## config.mk

```make
export PLATFORM = sky130hd
export DESIGN_NAME = key_pulse
export DESIGN_NICKNAME = d
export VERILOG_FILES = /design/src/rtl/key_pulse.sv
export SDC_FILE = /design/constraint.sdc
export NUM_CORES = 1
export LEC_CHECK = 0
export BUFFER_PORTS_ARGS = -buffer_cell sky130_fd_sc_hd__buf_2
export CAP_MARGIN = 20
export CORE_AREA = 2 2 39 41
export CTS_BUF_LIST = sky130_fd_sc_hd__clkbuf_4
export DETAILED_ROUTE_END_ITERATION = 8
export DIE_AREA = 0 0 41 43
export HOLD_SLACK_MARGIN = 0.05
export PLACE_DENSITY = 0.62
export RECOVER_POWER = 25
export SLEW_MARGIN = 15
export SYNTH_ARGS = -nofsm -noshare
export SYNTH_HDL_FRONTEND = slang
export SYNTH_HIERARCHICAL = 1
export SYNTH_SLANG_ARGS = --single-unit
export TNS_END_PERCENT = 50
```

## constraint.sdc

```tcl
create_clock -name CLK -period 2.7 [get_ports CLK]
set_clock_uncertainty 0.2 [all_clocks]
set_input_delay 0.54 -clock CLK [delete_from_list [all_inputs] [get_ports CLK]]
set_output_delay 0.54 -clock CLK [all_outputs]
set_load 0.05 [all_outputs]
```

## src/rtl/key_pulse.sv

```systemverilog
// Push-button conditioner: per-key synchronize, debounce and press-edge detect,
// giving registered single-cycle start/stop pulses with stop taking priority.

module key_chan #(
  parameter int DB_CYCLES      = 4,
  parameter int KEY_ACTIVE_LOW = 1
) (
  input  logic gclk,
  input  logic grst_n,
  input  logic key_raw,
  output logic press
);
  localparam int             CW      = $clog2(DB_CYCLES + 1);
  localparam logic [CW-1:0]  CNT_MAX = CW'(DB_CYCLES - 1);

  logic          key_n;
  logic          sync1_q, sync2_q;
  logic          filt_q, filt_d, filt_dly_q;
  logic [CW-1:0] cnt_q, cnt_d;

  assign key_n = (KEY_ACTIVE_LOW != 0) ? ~key_raw : key_raw;

  always_ff @(posedge gclk or negedge grst_n) begin
    if (!grst_n) begin
      sync1_q    <= 1'b0;
      sync2_q    <= 1'b0;
      filt_q     <= 1'b0;
      filt_dly_q <= 1'b0;
      cnt_q      <= '0;
    end else begin
      sync1_q    <= key_n;
      sync2_q    <= sync1_q;
      filt_q     <= filt_d;
      filt_dly_q <= filt_q;
      cnt_q      <= cnt_d;
    end
  end

  // Any cycle back at the accepted level restarts the stability count.
  always_comb begin
    filt_d = filt_q;
    cnt_d  = '0;
    if (sync2_q != filt_q) begin
      if (cnt_q == CNT_MAX) filt_d = sync2_q;
      else                  cnt_d  = cnt_q + CW'(1);
    end
  end

  assign press = filt_q & ~filt_dly_q;
endmodule

module key_pulse #(
  parameter int DB_CYCLES      = 4,
  parameter int KEY_ACTIVE_LOW = 1
) (
  input  logic CLK,
  input  logic RSTN,
  input  logic start_key,
  input  logic stop_key,
  output logic start,
  output logic stop
);
  localparam int NUM_KEYS = 2;

  logic [NUM_KEYS-1:0] keys, press;
  logic                start_q, start_d, stop_q, stop_d;

  assign keys = {stop_key, start_key};

  for (genvar g = 0; g < NUM_KEYS; g++) begin : g_chan
    key_chan #(.DB_CYCLES(DB_CYCLES), .KEY_ACTIVE_LOW(KEY_ACTIVE_LOW)) u_chan (
      .gclk    (CLK),
      .grst_n  (RSTN),
      .key_raw (keys[g]),
      .press   (press[g])
    );
  end

  // Same-cycle presses resolve to stop so downstream never sees both.
  always_comb begin
    start_d = press[0] & ~press[1];
    stop_d  = press[1];
  end

  always_ff @(posedge CLK or negedge RSTN) begin
    if (!RSTN) begin
      start_q <= 1'b0;
      stop_q  <= 1'b0;
    end else begin
      start_q <= start_d;
      stop_q  <= stop_d;
    end
  end

  assign start = start_q;
  assign stop  = stop_q;
endmodule

```

---- Yosys cells after proc, flatten, opt, wreduce, memory -nomap -nowiden ----
Cells that the tools add are included.
word-level totals
  logic and storage cells ................. 32
  output and inout bits ................... 2
  input port bits ......................... 4
  flip-flop bits (word level) ............. 16
cells by class
  $add $sub $neg .......................... 2
  reductions and logical operators ........ 2
  equal/unequal tests ..................... 4
  bitwise gates (word level) .............. 8
  muxes and demuxes ....................... 4
operators by type and width
  operator                                                                count
  3-bit two-way mux                                                       4
  3-bit by 1-bit adder with 3-bit output (second input constant)          2
  3-bit by 2-bit equality test with 1-bit output (second input constant)  2
  1-bit NOT                                                               5
  2-bit AND reduction                                                     2
  1-bit AND                                                               3
  1-bit != test                                                           2

---- Depth between registers and ports, before layout ----
  depth after elaboration ................. 4
  mapped depth ............................ 3
  mapped depth without buffers ............ 3

---- By module ----
The synthesis kept the hierarchy.
modules (own cells, without submodules)
  module                       cells an instance  instances  seq. area each (um^2)  area an instance (um^2)
  key_chan (g_chan[1].u_chan)  16                 1          175.2                  256.5
  key_chan (g_chan[0].u_chan)  16                 1          175.2                  255.2
  key_pulse                    3                  1          50.0                   63.8

---- Worst setup path after synthesis ----
No wires, ideal clock.
  path type ............................... register to output
  from .................................... register start_q (netlist: start)
  to ...................................... output start
  stages on the path, launching flop included .. 1
  path buffers ............................ 0
  data required time ...................... 1.960 ns
  data arrival time ....................... 0.586 ns
  setup slack ............................. 1.374 ns
  path through ............................ dfrtp_1
RTL lines
  item                    line  text
  from (decl)             66    logic start_q, start_d, stop_q, stop_d;
  from (signal assigned)  90    start_q <= start_d;
  to (decl)               60    output logic start,
No word-level cell between the ends.

---- Worst setup path after layout ----
  from .................................... register start_q (netlist: start)
  to ...................................... output start
No word-level cell between the ends.

==> out/qor.csv <==
stage;metric;value;unit
status;status;finished clean;
floorplanning;Die Span X;41;um
place;Cells after DPL;56;
finish;commonest non-fill, non-tap cells in the layout;dfrtp_1, buf_2, nor2b_4, clkbuf_4, nor2b_1;
worst_setup_path;CP top delay family;flip-flops;
timing;fin crit share;59.2;%
hold_path;Hold Path Class;reg -> reg;
worst_setup_path;worst-path cell chain;buf_2;
hold_path;hold-critical path depth;0;
synthesis;Mapped Area;576;um2
clock_network;Post-CTS Setup Repair Bufs;0;
timing;WHS;0.157;ns
synthesis;Mean Syn Cell Area;16.4;um2
finish;Design Area, Final;657;um2
synthesis;Mapped Nets;41;
clock_network;H-tree levels;1;
place;Port Buffers;5;
floorplanning;Die Height;43;um
clock_network;Root Buffer;clkbuf_4;
worst_setup_path;worst reg2reg path depth;3;
detailed_routing;DR DRC count;0;
place;Post-Place Cell Area;621;um2
worst_setup_path;slowest CP cell;dfrtp_1;
worst_setup_path;Crit path largest cell delay;0.33;ns
clock_network;Clock Latency Late Sink;0.28;ns
flow_run;max cap viols;0;
timing;Final setup viols;0;
grt;antenna violations before repair;0;
synthesis;Yosys top cell area share;69.6;%
worst_setup_path;CP Depth;1;
grt;global route total overflow;0;
floorplanning;IO Count;6;
clock_network;TritonCTS Buffers;3;
place;GPL Wtd Cong;0.584;
worst_setup_path;CP Capture Type;output pin;
timing;fin crit period;1.60;ns
grt;number of global-route vias before repair;286;
detailed_routing;TritonRoute pass-1 iters;6;
finish;Final Non-Filler Cells;61;
floorplanning;Starting Density;41.6;%
finish;Area Growth Syn to Fin;14.1;%
clock_network;Reg clk slew, reported paths;0.08;ns
finish;layout cells sized above 1;31.1;%
clock_network;Max clock buf depth;2;
worst_setup_path;WP data arrival;0.86;ns
worst_setup_path;startpoint types;flop;
finish;commonest non-fill, non-tap cell in the layout;dfrtp_1;
synthesis;Cells after Synth;35;
synthesis;Yosys cell types;11;
detailed_routing;average wire per cell in the routed design;10.7;um
pwr;Pwr Density;1010;nW/um2
floorplanning;die area;1760;um2
timing;fin worst setup slack;1.10;ns
timing;fmax;0.626;GHz
finish;nets;52;
floorplanning;Core ar.;1380;um2
synthesis;Synth area leaders;dfrtp_1, nor2b_4, ha_1, nor3b_2, nor2b_1;
detailed_routing;DRT antenna net count;0;
timing;Worst slew margin;77.6;%
worst_setup_path;Setup CP Type;reg -> out;
grt;first-pass GRT wire length;1180;um
pwr;P_leak;0.315;nW
detailed_routing;vias per cell;4.57;
clock_network;Sink Count;16;
synthesis;Ys Warns;6;
worst_setup_path;WP data required;1.96;ns
synthesis;Synth area leader;dfrtp_1;
synthesis;Seq/Total Area, Yosys;69.6;%
timing;RSZ-0062 raised after global routing;false;
worst_setup_path;critical path fanouts, max;1;
grt;gr usage total;10.2;%
timing;Fin. Hold Viols;0;
grt;largest net degree at the start of global routing;17;
detailed_routing;DRT iter0 DRCs;5;
detailed_routing;Post-Route WL;653;um
timing;Final Slew Violations;0;
worst_setup_path;Buf/Inv on CP;1;
timing;worst slew pin tran;0.336;ns
detailed_routing;overall via count from detail_route;279;
clock_network;CTS tree;built;
place;pre-CTS WS;1.35;ns
synthesis;Synth Register Bits;16;
pwr;VDD IR-drop max;320;uV
timing;post-route setup TNS;0;ns
floorplanning;row count;14;
finish;ant diodes;0;
## power by group
group          total (W)  internal [W]  switching [W]  leakage (nW)
registers       0.000345      0.000310      0.0000348         0.200
logic           0.000200     0.0000862       0.000114        0.0997
clock network   0.000121     0.0000536      0.0000670        0.0154
## layout make-up
cell class                 instances  area [um2]
multi-input combinational         17         168
clock buffer                       3        22.5
clock inverter                     1        3.75
timing repair buffer               6        35.0
sequential                        16         400
fill                             121         727
inverter                           2        7.51
tap                               16        20.0
## what timing repair did
item,in CTS,in global routing
hold buffers,1,0
gates resized for setup,0,0
endpoints found under the hold margin,16,0
## per-stage QoR
step / utilization, % / total power (W)
after floorplan: - / 0.000505
after global placement: 44.8 / 0.000537
final: 47.5 / 0.000666
after global routing: 47.5 / 0.000716
after detailed placement: 44.8 / 0.000553
after CTS: 47.5 / 0.000678
## registers in the layout (all words and copies together) (netlist names)
signal                    cells
g_chan.u_chan/filt_q          2
g_chan.u_chan/sync2_q         2
start                         1
stop                          1
g_chan.u_chan/filt_dly_q      2
g_chan.u_chan/cnt_q           6
g_chan.u_chan/sync1_q         2
## worst paths after layout
kind                                                      from                                   to  slack (ns)
max                                            start$_DFF_PN0_                                start        1.10
min                         g_chan[1].u_chan/sync1_q$_DFF_PN0_   g_chan[1].u_chan/sync2_q$_DFF_PN0_        0.16
max reg2reg                g_chan[0].u_chan/cnt_q[0]$_DFF_PN0_  g_chan[0].u_chan/filt_q$_DFFE_PN0P_        1.34
min reg2reg                 g_chan[1].u_chan/sync1_q$_DFF_PN0_   g_chan[1].u_chan/sync2_q$_DFF_PN0_        0.16
max in group asynchronous                                 RSTN  g_chan[1].u_chan/cnt_q[2]$_DFF_PN0_        1.56
min in group asynchronous                                 RSTN                      start$_DFF_PN0_        0.49
## layer usage
layer  GRT usage (%)  routed length, um  up-vias  part of all wire (%)
met2            12.5                311        8                    48
met3            3.14                 44        0                   6.7
li1                -                  -      134                     -
met5               0                  0        -                     0
met4            8.00                  0        0                     0
met1            14.5                297      137                    45
## cell usage after synthesis (all sizes together)
cell type,n
ha,2
xnor2,2
inv,2
nor3b,3
nor3,2
mux2,2
nor2b,6
dfrtp,16
## cell families after synthesis
group,share of synthesized area [%]
buffers and inverters,1.30
XOR/XNOR,3.04
AND/OR/NAND/NOR,17.8
adder cells (fa/ha/maj),4.35
flip-flops,69.6
multiplexers,3.91
Note: power is estimated with default switching activity, not from simulation.
